`src/rtl/spi_tx_sched.sv`:
```
// SPI TX frame scheduler: one holding register per producer channel, picks the
// next frame's word by forced channel or round-robin, retires it on slave capture.
module spi_tx_sched #(
  parameter int                 DATA_W     = 16,
  parameter int                 CMD_W      = 2,
  parameter logic [DATA_W-1:0]  EMPTY_WORD = {DATA_W{1'b1}},
  localparam int                N_CH       = 2**CMD_W - 1
) (
  input  logic                   i_clk,
  input  logic                   i_rst,
  input  logic [N_CH*DATA_W-1:0] i_ch_data,
  input  logic [N_CH-1:0]        i_ch_valid,
  output logic [N_CH-1:0]        o_ch_ack,
  input  logic                   i_ssel_n,
  input  logic                   i_data_capt_st,
  input  logic [CMD_W-1:0]       i_rx_cmd,
  output logic [DATA_W-1:0]      o_tx_buff,
  output logic [CMD_W-1:0]       o_tx_ch,
  output logic [7:0]             o_frame_cnt,
  output logic [7:0]             o_abort_cnt
);

  // Handshake: producer k holds i_ch_valid[k] with stable data; the word is
  // taken on the rising i_clk edge where o_ch_ack[k] is high, after which the
  // producer drops valid or presents its next word.
  typedef enum logic [1:0] {S_IDLE, S_HOLD, S_XFER, S_END} state_t;

  state_t               state;
  logic [1:0]           ssel_sync;
  logic                 ssel_s;
  logic                 capt_q;
  logic                 capt_rise;
  logic [CMD_W-1:0]     mode;
  logic [CMD_W-1:0]     rr_ptr;
  logic [DATA_W-1:0]    hold_data [N_CH];
  logic [N_CH-1:0]      hold_full;
  logic [N_CH-1:0]      consume;
  logic [N_CH-1:0]      load;
  logic [DATA_W-1:0]    sel_word;
  logic [CMD_W-1:0]     sel_ch;
  logic                 found;
  logic [CMD_W-1:0]     idx;

  assign ssel_s    = ssel_sync[1];
  assign capt_rise = i_data_capt_st & ~capt_q;

  always_ff @(posedge i_clk or posedge i_rst) begin
    if (i_rst) begin
      ssel_sync <= 2'b11;
      capt_q    <= 1'b0;
    end else begin
      ssel_sync <= {ssel_sync[0], i_ssel_n};
      capt_q    <= i_data_capt_st;
    end
  end

  always_comb begin
    consume = '0;
    if (state == S_HOLD && capt_rise && o_tx_ch != '0)
      consume[o_tx_ch - 1'b1] = 1'b1;
  end

  // A register being retired this cycle may accept its next word in the same cycle.
  assign load     = i_ch_valid & (~hold_full | consume);
  assign o_ch_ack = load;

  always_ff @(posedge i_clk or posedge i_rst) begin
    if (i_rst) begin
      hold_full <= '0;
      for (int k = 0; k < N_CH; k++) hold_data[k] <= '0;
    end else begin
      for (int k = 0; k < N_CH; k++) begin
        if (load[k]) begin
          hold_data[k] <= i_ch_data[k*DATA_W +: DATA_W];
          hold_full[k] <= 1'b1;
        end else if (consume[k]) begin
          hold_full[k] <= 1'b0;
        end
      end
    end
  end

  always_comb begin
    sel_word = EMPTY_WORD;
    sel_ch   = '0;
    found    = 1'b0;
    idx      = '0;
    if (mode != '0) begin
      if (hold_full[mode - 1'b1]) begin
        sel_word = hold_data[mode - 1'b1];
        sel_ch   = mode;
      end
    end else begin
      for (int i = 0; i < N_CH; i++) begin
        idx = CMD_W'((int'(rr_ptr) + i) % N_CH);
        if (!found && hold_full[idx]) begin
          found    = 1'b1;
          sel_word = hold_data[idx];
          sel_ch   = idx + 1'b1;
        end
      end
    end
  end

  always_ff @(posedge i_clk or posedge i_rst) begin
    if (i_rst) begin
      state       <= S_IDLE;
      o_tx_buff   <= EMPTY_WORD;
      o_tx_ch     <= '0;
      o_frame_cnt <= '0;
      o_abort_cnt <= '0;
      mode        <= '0;
      rr_ptr      <= '0;
    end else begin
      case (state)
        S_IDLE: begin
          o_tx_buff <= sel_word;
          o_tx_ch   <= sel_ch;
          if (!ssel_s) state <= S_HOLD;
        end
        S_HOLD: begin
          if (capt_rise) begin
            state <= S_XFER;
          end else if (ssel_s) begin
            state <= S_IDLE;
            if (o_abort_cnt != 8'hFF) o_abort_cnt <= o_abort_cnt + 8'd1;
          end
        end
        S_XFER: begin
          if (ssel_s) state <= S_END;
        end
        S_END: begin
          // Channels fill the whole command space, so every code decodes to a mode.
          mode <= i_rx_cmd;
          if (o_tx_ch != '0)
            rr_ptr <= (o_tx_ch == CMD_W'(N_CH)) ? '0 : o_tx_ch;
          o_frame_cnt <= o_frame_cnt + 8'd1;
          state       <= S_IDLE;
        end
        default: state <= S_IDLE;
      endcase
    end
  end

endmodule

```
`config.mk`:
```
export PLATFORM = sky130hd
export DESIGN_NAME = spi_tx_sched
export DESIGN_NICKNAME = d
export VERILOG_FILES = /design/src/rtl/spi_tx_sched.sv
export SDC_FILE = /design/constraint.sdc
export NUM_CORES = 1
export LEC_CHECK = 0
export ABC_AREA = 0
export CELL_PAD_IN_SITES_DETAIL_PLACEMENT = 1
export CELL_PAD_IN_SITES_GLOBAL_PLACEMENT = 1
export CORE_MARGIN = 2
export CORE_UTILIZATION = 42
export CTS_BUF_LIST = sky130_fd_sc_hd__clkbuf_4 sky130_fd_sc_hd__clkbuf_8 sky130_fd_sc_hd__clkbuf_16
export DETAILED_ROUTE_END_ITERATION = 16
export PLACE_DENSITY = 0.81
export RECOVER_POWER = 50
export SLEW_MARGIN = 10
export SYNTH_ARGS = -nofsm -noshare
export SYNTH_HDL_FRONTEND = slang
export SYNTH_SLANG_ARGS = --single-unit
```
`constraint.sdc`:
```
create_clock -name i_clk -period 3.9 [get_ports i_clk]
set_clock_uncertainty 0.1 [all_clocks]
set_input_delay 0.78 -clock i_clk [delete_from_list [all_inputs] [get_ports i_clk]]
set_output_delay 0.78 -clock i_clk [all_outputs]
set_load 0.1 [all_outputs]
```
==> flow_summary.yaml, run 1 <==
synthesis:
  synthFlopType: "dfrtp_1"
  synth_edf_count: 0
  ys_seq_area_share_pct: 41.2
  post_synth.cell_area_avg_um2: 10.7
  synth_area_um2: 5760
  ys_types: 56
  yosys_warnings: 0
  syn_inst: 540
  syn_nets: 604
  ys_async_sr_fraction_pct: 100
  synth-seq-cells: 94
flow_run:
  cap_viol_max_count: 0
sta:
  whs_ns: 0.257
  finalHoldViolCount: 0
  fmax_mhz: 309
  finalWorstSetupSlack_ns: 0.661
  maxSlewHeadroom_pct: 9.48
  timing.final.crit_share_pct: 83.1
  rsz0062_at_grt: "false"
  tightest_slew_ns: 1.36
  setup_viol: 0
  fin_setup_tns_ns: 0
  post-route-min-period_ns: 3.24
  slew_viol_final: 0
die:
  start_util_pct: 43.3
  die_y_um: 121
  die_x_um: 121
  fp.coreArea_um2: 13300
  ios: 94
  row_count: 42
  die_area_um2: 14700
detailed_routing:
  drtAntennaViolNets: 0
  drt-initial-drc-count: 267
  vias_per_cell: 5.95
  vias: 4769
  drcViolationCount: 0
  avgRoutedWirePerCell_um: 22.2
  firstDrtPassIters: 4
  wl_um: 17800
layout:
  drive_gt1_share_pct: 23.2
  n_antenna_cell: 0
  layout.nets: 685
  fin_util_pct: 53.9
  area_delta_synth_final_pct: 24.4
global_route:
  overflow: 0
  use_met1_pct: 32.9
  gr-max-usage-layer: "met2"
  grt_max_degree: 53
  antenna_found_initial: 0
  grt_pass1_wl_um: 28400
  grt_usage_pct: 25.4
  grt_pass1_vias: 5115
  use_met2_pct: 42.9
  globalRouteMet3Util_pct: 4.18
min_path:
  hp-class: "register to register"
critical_path:
  start_kind: "input port"
  path_class: "input port to primary output"
  required_ns: 3.02
  cp-end-kind: "primary output"
  critical_path.max_stage_delay_ns: 0.55
  arrival_ns: 2.36
  cp_slowest_cell: "dlygate4sd3_1"
  cp_num_buf_inv: 3
  cpLargestDelayFamily: "buffers and inverters"
  critical_path_peak_fanout: 4
  cp_cell_sequence: "dlygate4sd3_1 > and4bb_1 > nand2_1 > o21ai_1 > nand2_2 > inv_1 > buf_12"
clocking:
  post-cts-setup-buffer-count: 0
  clockBufferDepth: 2
  hold_buffers: 0
  numCtsBuffers: 9
  h-tree-depth: 3
  cts_root_buffer: "clkbuf_16"
  clkLatencyLatePin_ns: 0.35
  cts.sinks: 94
  cts_tree: "done"
  cts_resized: 0
  cts.clk_slew.worst_paths_ns: 0.07
placement:
  gp_congestion: 0.867
  numPortBuffers: 93
  pre_cts_ws_ns: 0.735
  dp_hpwl_um: 12000
outcome:
  status: "finished, final reports clean"
## per-layer routing
metal | vias to the layer above | routed length [um]
met5 | - | 0
li1 | 2157 | -
met3 | 31 | 796
met4 | 0 | 377
met2 | 143 | 8980
met1 | 2438 | 7680
## layout by cell type, fill, tap and decap left out, drive strengths merged, types with 2 or more instances in the layout
master / count
clkinvlp: 2
nand2: 44
a221oi: 12
buf: 20
nand3: 2
nand4: 5
xnor2: 8
a211oi: 11
nand3b: 5
bufinv: 2
a31oi: 2
clkinv: 2
nor2: 25
dfstp: 18
a22oi: 13
xor2: 7
a221o: 12
inv: 11
a2bb2oi: 12
o21ai: 47
dfrtp: 76
dlygate4sd3: 3
nand2b: 6
mux2i: 51
nor2b: 5
clkbuf: 12
mux2: 67
a21oi: 16
o211ai: 13
o22ai: 3
or2: 3
clkdlybuf4s50: 86
ha: 7
and3: 2
## synth_stat cells, drive strengths merged, types with 2 or more instances
library cell	count	area share (%)
a221oi	12	1.8
dfstp	18	8.2
nand2b	6	0.65
clkbuf	18	1.2
and3	2	0.22
o22ai	3	0.56
xor2	7	1.1
mux2	67	13
xnor2	8	1.2
o211ai	13	1.7
mux2i	51	9.1
nor2	25	1.6
nor2b	5	0.54
a31oi	2	0.22
ha	7	1.5
nand3b	5	0.65
a22oi	13	1.8
a2bb2oi	12	1.8
inv	11	0.72
nand4	5	0.54
buf	23	2.8
a21oi	16	1.4
or2	3	0.33
a221o	12	2.1
a211oi	11	2.1
nand3	2	0.17
dfrtp	76	33
nand2	44	3.0
o21ai	47	4.1
## logic make-up after synthesis
kind of cell,after synthesis,synth area share [%]
AO/OA/AOI/OAI,148,19.0
XOR/XNOR,15,2.28
adder cells (fa/ha/maj),7,1.52
buffers and inverters,52,4.67
flip-flops,94,41.2
multiplexers,118,22.2
AND/OR/NAND/NOR,106,9.12
## path summary, 6_finish.rpt
check                           slack (ns)  cells past startpoint        endpoint            from
worst min-delay path                  0.26                      0    ssel_sync[1]    ssel_sync[0]
worst min register to register        0.26                      0    ssel_sync[1]    ssel_sync[0]
min in group asynchronous             0.98                      2  o_frame_cnt[5]           i_rst
worst max register to register        0.97                      7   o_tx_buff[11]       rr_ptr[0]
max in group asynchronous             0.89                      3   hold_data[18]           i_rst
worst max-delay path                  0.66                      7     o_ch_ack[1]  i_data_capt_st
## flip-flops by register name (all words and copies together) (netlist names), named ones only
register / count
o_abort_cnt: 8
capt_q: 1
o_frame_cnt: 8
hold_data: 48
state: 1
hold_full: 3
mode: 2
o_tx_buff: 16
ssel_sync: 2
rr_ptr: 2
o_tx_ch: 2
## final cells by class
cell class                      instances  area, um^2
Clock buffer                           10         233
Clock inverter                          6        86.3
Fill cell                            1439        6130
Inverter                               11        42.5
Multi-Input combinational cell        394        3120
Sequential cell                        94        2370
Tap cell                              176         220
Timing Repair Buffer                  111        1090
## per-stage QoR
step | std cells | cell area (um^2)
final | 802 | 7160
after global routing | 802 | 7160
after CTS | 802 | 7180
after detailed placement | 786 | 6860
after global placement | 786 | 6860
after floorplan | 540 | 5760
Power of run 1 is left out: the tool's default activity adds up to more than one toggle a clock period on the data nets, which glitch-free logic cannot reach.
==> run 2: changes to the inputs <==
--- a/config.mk
+++ b/config.mk
@@ -9,10 +9,10 @@
 export CELL_PAD_IN_SITES_DETAIL_PLACEMENT = 1
 export CELL_PAD_IN_SITES_GLOBAL_PLACEMENT = 1
 export CORE_MARGIN = 2
-export CORE_UTILIZATION = 42
+export CORE_UTILIZATION = 38
 export CTS_BUF_LIST = sky130_fd_sc_hd__clkbuf_4 sky130_fd_sc_hd__clkbuf_8 sky130_fd_sc_hd__clkbuf_16
 export DETAILED_ROUTE_END_ITERATION = 16
-export PLACE_DENSITY = 0.81
+export PLACE_DENSITY = 0.77
 export RECOVER_POWER = 50
 export SLEW_MARGIN = 10
 export SYNTH_ARGS = -nofsm -noshare
==> constraint.sdc (replaced) <==
create_clock -name i_clk -period 2.84 [get_ports i_clk]
set_clock_uncertainty 0.1 [all_clocks]
set_input_delay 0.568 -clock i_clk [delete_from_list [all_inputs] [get_ports i_clk]]
set_output_delay 0.568 -clock i_clk [all_outputs]
set_load 0.1 [all_outputs]
==> run 2 against run 1 <==
Effect of this change: sequential cell count unchanged; design area down 0.89%; sequential share of layout area up 0.33 points; non-clock buffer count increased by 7; wire length up 0.80%; die area rose by 10%.
==> flow_summary.yaml, run 2 (same netlist as run 1, synthesis figures left out) <==
critical_path:
  critical_path_peak_fanout: 4
  r2r_setup_slack_ns: 0.18
  required_ns: 2.17
  rr_endpoint: "o_tx_buff[4]"
  cp_cell_sequence: "clkdlybuf4s50_1 > and4bb_1 > a31oi_1 > nand2b_1 > inv_1 > buf_12"
  critical_path.max_stage_delay_ns: 0.48
  rr_worst_depth: 9
  reg2reg_from: "rr_ptr[0]"
  start_kind: "input port"
  arrival_ns: 2.06
  cp_num_buf_inv: 3
  cpLargestDelayFamily: "buffers and inverters"
  path_class: "input port to primary output"
  cp-end-kind: "primary output"
  cp_slowest_cell: "clkdlybuf4s50_1"
layout:
  fill_cells: 1592
  final_common_cell: "dfrtp_1"
  final_cells: 817
  layout.nets: 692
  mostFrequentLayoutCells: "74 x dfrtp_1, 67 x mux2_2, 56 x buf_4, 54 x clkdlybuf4s50_1, 50 x mux2i_1"
  fin_util_pct: 48.5
  drive_gt1_share_pct: 29.4
  reg.largest.list: "hold_data: 48 flops, o_tx_buff: 16 flops"
  area_delta_synth_final_pct: 23.3
  largest_reg_flops: 48
  regMostFlops: "hold_data"
  n_antenna_cell: 0
global_route:
  grt_usage_pct: 22.9
  grt_pass1_vias: 5305
  overflow: 0
  grt_pass1_wl_um: 28500
  grt_max_degree: 95
  antenna_found_initial: 0
die:
  die_x_um: 127
  row_count: 44
  fp.coreArea_um2: 14600
  die_y_um: 127
  die_area_um2: 16200
  ios: 94
  start_util_pct: 39.3
detailed_routing:
  drcViolationCount: 0
  drtAntennaViolNets: 0
  firstDrtPassIters: 4
  vias: 4742
  avgRoutedWirePerCell_um: 22.0
  drt-initial-drc-count: 251
  wirelength_met1_um: 7690
  vias_per_cell: 5.80
  dr_wl_met2_um: 8810
  dr_wl_met3_um: 1020
  wl_um: 18000
  top_layer_used: "met4"
sta:
  slew_viol_final: 0
  fin_setup_tns_ns: 0
  rsz0062_at_grt: "false"
  post-route-min-period_ns: 2.72
  setup_viol: 0
  finalHoldViolCount: 0
  timing.final.crit_share_pct: 95.9
  fmax_mhz: 367
  maxSlewHeadroom_pct: 14.3
  tightest_slew_ns: 1.29
clocking:
  cts.sinks: 94
  cts_root_buffer: "clkbuf_16"
  cts_tree: "done"
  clkLatencyLatePin_ns: 0.35
  clockBufferDepth: 2
  post-cts-setup-buffer-count: 0
  hold_buffers: 0
  numCtsBuffers: 9
  cts.clk_slew.worst_paths_ns: 0.07
  cts_resized: 0
  h-tree-depth: 3
min_path:
  worst_hold_path.endpoint: "ssel_sync[1]"
  hp-class: "register to register"
  min_from: "ssel_sync[0]"
  min_path_cells: 0
flow_run:
  cap_viol_max_count: 0
placement:
  placedCellCount: 801
  dp_hpwl_um: 12400
  gp_congestion: 0.840
  numPortBuffers: 93
outcome:
  status: "finished, final reports clean"
## run 2: cell types whose count changed in the layout (fill, tap and decap cells not counted), sizes merged
cell           change
clkdlybuf4s50     -32
dlygate4sd3        -1
inv                -1
clkinv             +2
clkinvlp           +1
bufinv             -2
clkbuf             +1
buf               +39
## run 2: area by class of cell
class	instances	area (um^2)	share of cell area (%)
multi-input combinational	394	3120	43.9
timing repair buffer	118	1060	14.9
tap	184	230	3.24
sequential	94	2380	33.5
clock buffer	10	233	3.28
inverter	11	45.0	0.634
clock inverter	6	38.8	0.546
## run 2: how the worst max path moves through the flow
stage	to	start	slack, ns	cells after the start
after floorplan	o_tx_buff[15]	mode[0]	0.0005	10
after global placement	o_ch_ack[1]	i_data_capt_st	0.13	7
after detailed placement	o_ch_ack[2]	i_data_capt_st	0.11	6
after CTS	o_ch_ack[2]	i_data_capt_st	0.11	6
after global routing	o_tx_buff[4]	rr_ptr[0]	0.01	9
final	o_ch_ack[2]	i_data_capt_st	0.12	6
## run 2: metal layers
| metal | track usage [%] | up-vias |
|---|---|---|
| met2 | 37.9 | 132 |
| li1 | - | 2181 |
| met5 | 0 | - |
| met4 | 11.5 | 0 |
| met3 | 3.94 | 29 |
| met1 | 28.9 | 2400 |
## run 2: stage by stage
stage	setup slack, ns	hold slack, ns	area, um^2
after floorplan	0.000461	0.245	5770
after global placement	0.134	0.249	6850
after detailed placement	0.111	0.248	6850
after CTS	0.115	0.258	7120
after global routing	0.00983	0.266	7100
final	0.116	0.257	7100
Power of run 2 is left out for the same reason.
==> run 3: changes to the inputs <==
--- a/config.mk
+++ b/config.mk
@@ -8,6 +8,7 @@
 export ABC_AREA = 0
 export CELL_PAD_IN_SITES_DETAIL_PLACEMENT = 1
 export CELL_PAD_IN_SITES_GLOBAL_PLACEMENT = 1
+export CORE_ASPECT_RATIO = 0.5
 export CORE_MARGIN = 2
 export CORE_UTILIZATION = 38
 export CTS_BUF_LIST = sky130_fd_sc_hd__clkbuf_4 sky130_fd_sc_hd__clkbuf_8 sky130_fd_sc_hd__clkbuf_16
==> run 3 against run 2 <==
Effect of this change: via count fell by 0.99%; critical path depth did not move; first-iteration DRC count rose by 10%; global-route usage fell by 1.1 points; non-clock buffer count fell by 1; sequential cell count did not move; highest routed layer unchanged.
==> flow_summary.yaml, run 3 (same netlist as run 1, synthesis figures left out) <==
layout:
  reg.largest.list: "hold_data: 48 flops, o_tx_buff: 16 flops"
  layout.nets: 691
  drive_gt1_share_pct: 29.0
  final_common_cell: "dfrtp_1"
  largest_reg_flops: 48
  area_delta_synth_final_pct: 24.6
  n_antenna_cell: 0
  mostFrequentLayoutCells: "74 x dfrtp_1, 67 x mux2_2, 54 x clkdlybuf4s50_1, 53 x buf_4, 50 x mux2i_1"
  regMostFlops: "hold_data"
critical_path:
  cp-end-kind: "primary output"
  critical_path_peak_fanout: 4
  endpoint: "o_ch_ack[2]"
  rr_endpoint: "o_tx_buff[2]"
  required_ns: 2.17
  startpoint: "i_data_capt_st"
  arrival_ns: 2.06
  reg2reg_from: "rr_ptr[0]"
  path_class: "input port to primary output"
  rr_worst_depth: 7
  r2r_setup_slack_ns: 0.25
  start_kind: "input port"
sta:
  fmax_mhz: 367
  setup_viol: 0
  tightest_slew_ns: 1.31
  slew_viol_final: 0
  finalHoldViolCount: 0
  maxSlewHeadroom_pct: 12.9
  timing.final.crit_share_pct: 96.1
  fin_setup_tns_ns: 0
  rsz0062_at_grt: "false"
  post-route-min-period_ns: 2.73
detailed_routing:
  avgRoutedWirePerCell_um: 20.6
  wl_um: 17100
  firstDrtPassIters: 5
  vias: 4695
  drtAntennaViolNets: 0
  vias_per_cell: 5.66
  drt-initial-drc-count: 277
  drcViolationCount: 0
clocking:
  numCtsBuffers: 9
  h-tree-depth: 3
  cts.clk_slew.worst_paths_ns: 0.07
  clockBufferDepth: 2
  post-cts-setup-buffer-count: 0
  cts_tree: "done"
  cts_root_buffer: "clkbuf_16"
  clkLatencyLatePin_ns: 0.34
  hold_buffers: 0
  cts_resized: 0
  cts.sinks: 94
die:
  row_count: 31
  fp.coreArea_um2: 14600
  ios: 94
  start_util_pct: 39.4
  die_x_um: 178
  die_area_um2: 16200
  die_y_um: 91.1
placement:
  dp_hpwl_um: 11600
  gp_congestion: 0.872
  numPortBuffers: 93
global_route:
  grt_usage_pct: 21.8
  overflow: 0
  grt_pass1_vias: 5111
  grt_max_degree: 95
  antenna_found_initial: 0
  grt_pass1_wl_um: 27600
outcome:
  status: "finished, final reports clean"
min_path:
  hp-class: "register to register"
flow_run:
  cap_viol_max_count: 0
## run 3: cell type report
cell class	instances	area, um^2
Clock buffer	10	233
Sequential cell	94	2380
Fill cell	1590	7450
Tap cell	198	248
Multi-Input combinational cell	394	3120
Timing Repair Buffer	117	1040
Inverter	11	45.0
Clock inverter	6	110
## run 3: worst min path at each step
stage	startpoint	end	slack (ns)	depth (start not counted)
finish	ssel_sync[0]	ssel_sync[1]	0.26	0
floorplan	ssel_sync[0]	ssel_sync[1]	0.25	0
detailed placement	ssel_sync[0]	ssel_sync[1]	0.25	0
global placement	ssel_sync[0]	ssel_sync[1]	0.25	0
CTS	ssel_sync[0]	ssel_sync[1]	0.26	0
global route	ssel_sync[0]	ssel_sync[1]	0.27	0
## run 3: metrics by stage
| stage | worst slack [ns] | std cells | cell area, um^2 | util [%] | hold slack [ns] |
|---|---|---|---|---|---|
| 2_1_floorplan | 0.000461 | 540 | 5770 | - | 0.245 |
| 3_3_place_gp | 0.117 | 814 | 6860 | 46.9 | 0.246 |
| 5_1_grt | 0.0200 | 830 | 7170 | 49.1 | 0.269 |
| 3_5_place_dp | 0.0854 | 814 | 6860 | 46.9 | 0.252 |
| 4_1_cts | 0.0854 | 830 | 7200 | 49.3 | 0.263 |
| 6_report | 0.112 | 830 | 7170 | 49.1 | 0.261 |
## run 3: routing by layer
layer	share of wire (%)	up-vias	routed length, um	track usage, %
li1	-	2168	-	-
met1	44	2390	7540	28.1
met2	49	115	8400	37.7
met3	5.0	22	863	3.48
met4	1.7	0	299	6.22
met5	0	-	0	0
## run 3: critical path: stages
cell,delay (ns)
clkdlybuf4s50_1,0.50
and4bb_1,0.34
a31oi_1,0.13
nand2b_1,0.21
inv_1,0.12
buf_12,0.18
Power of run 3 is left out for the same reason.
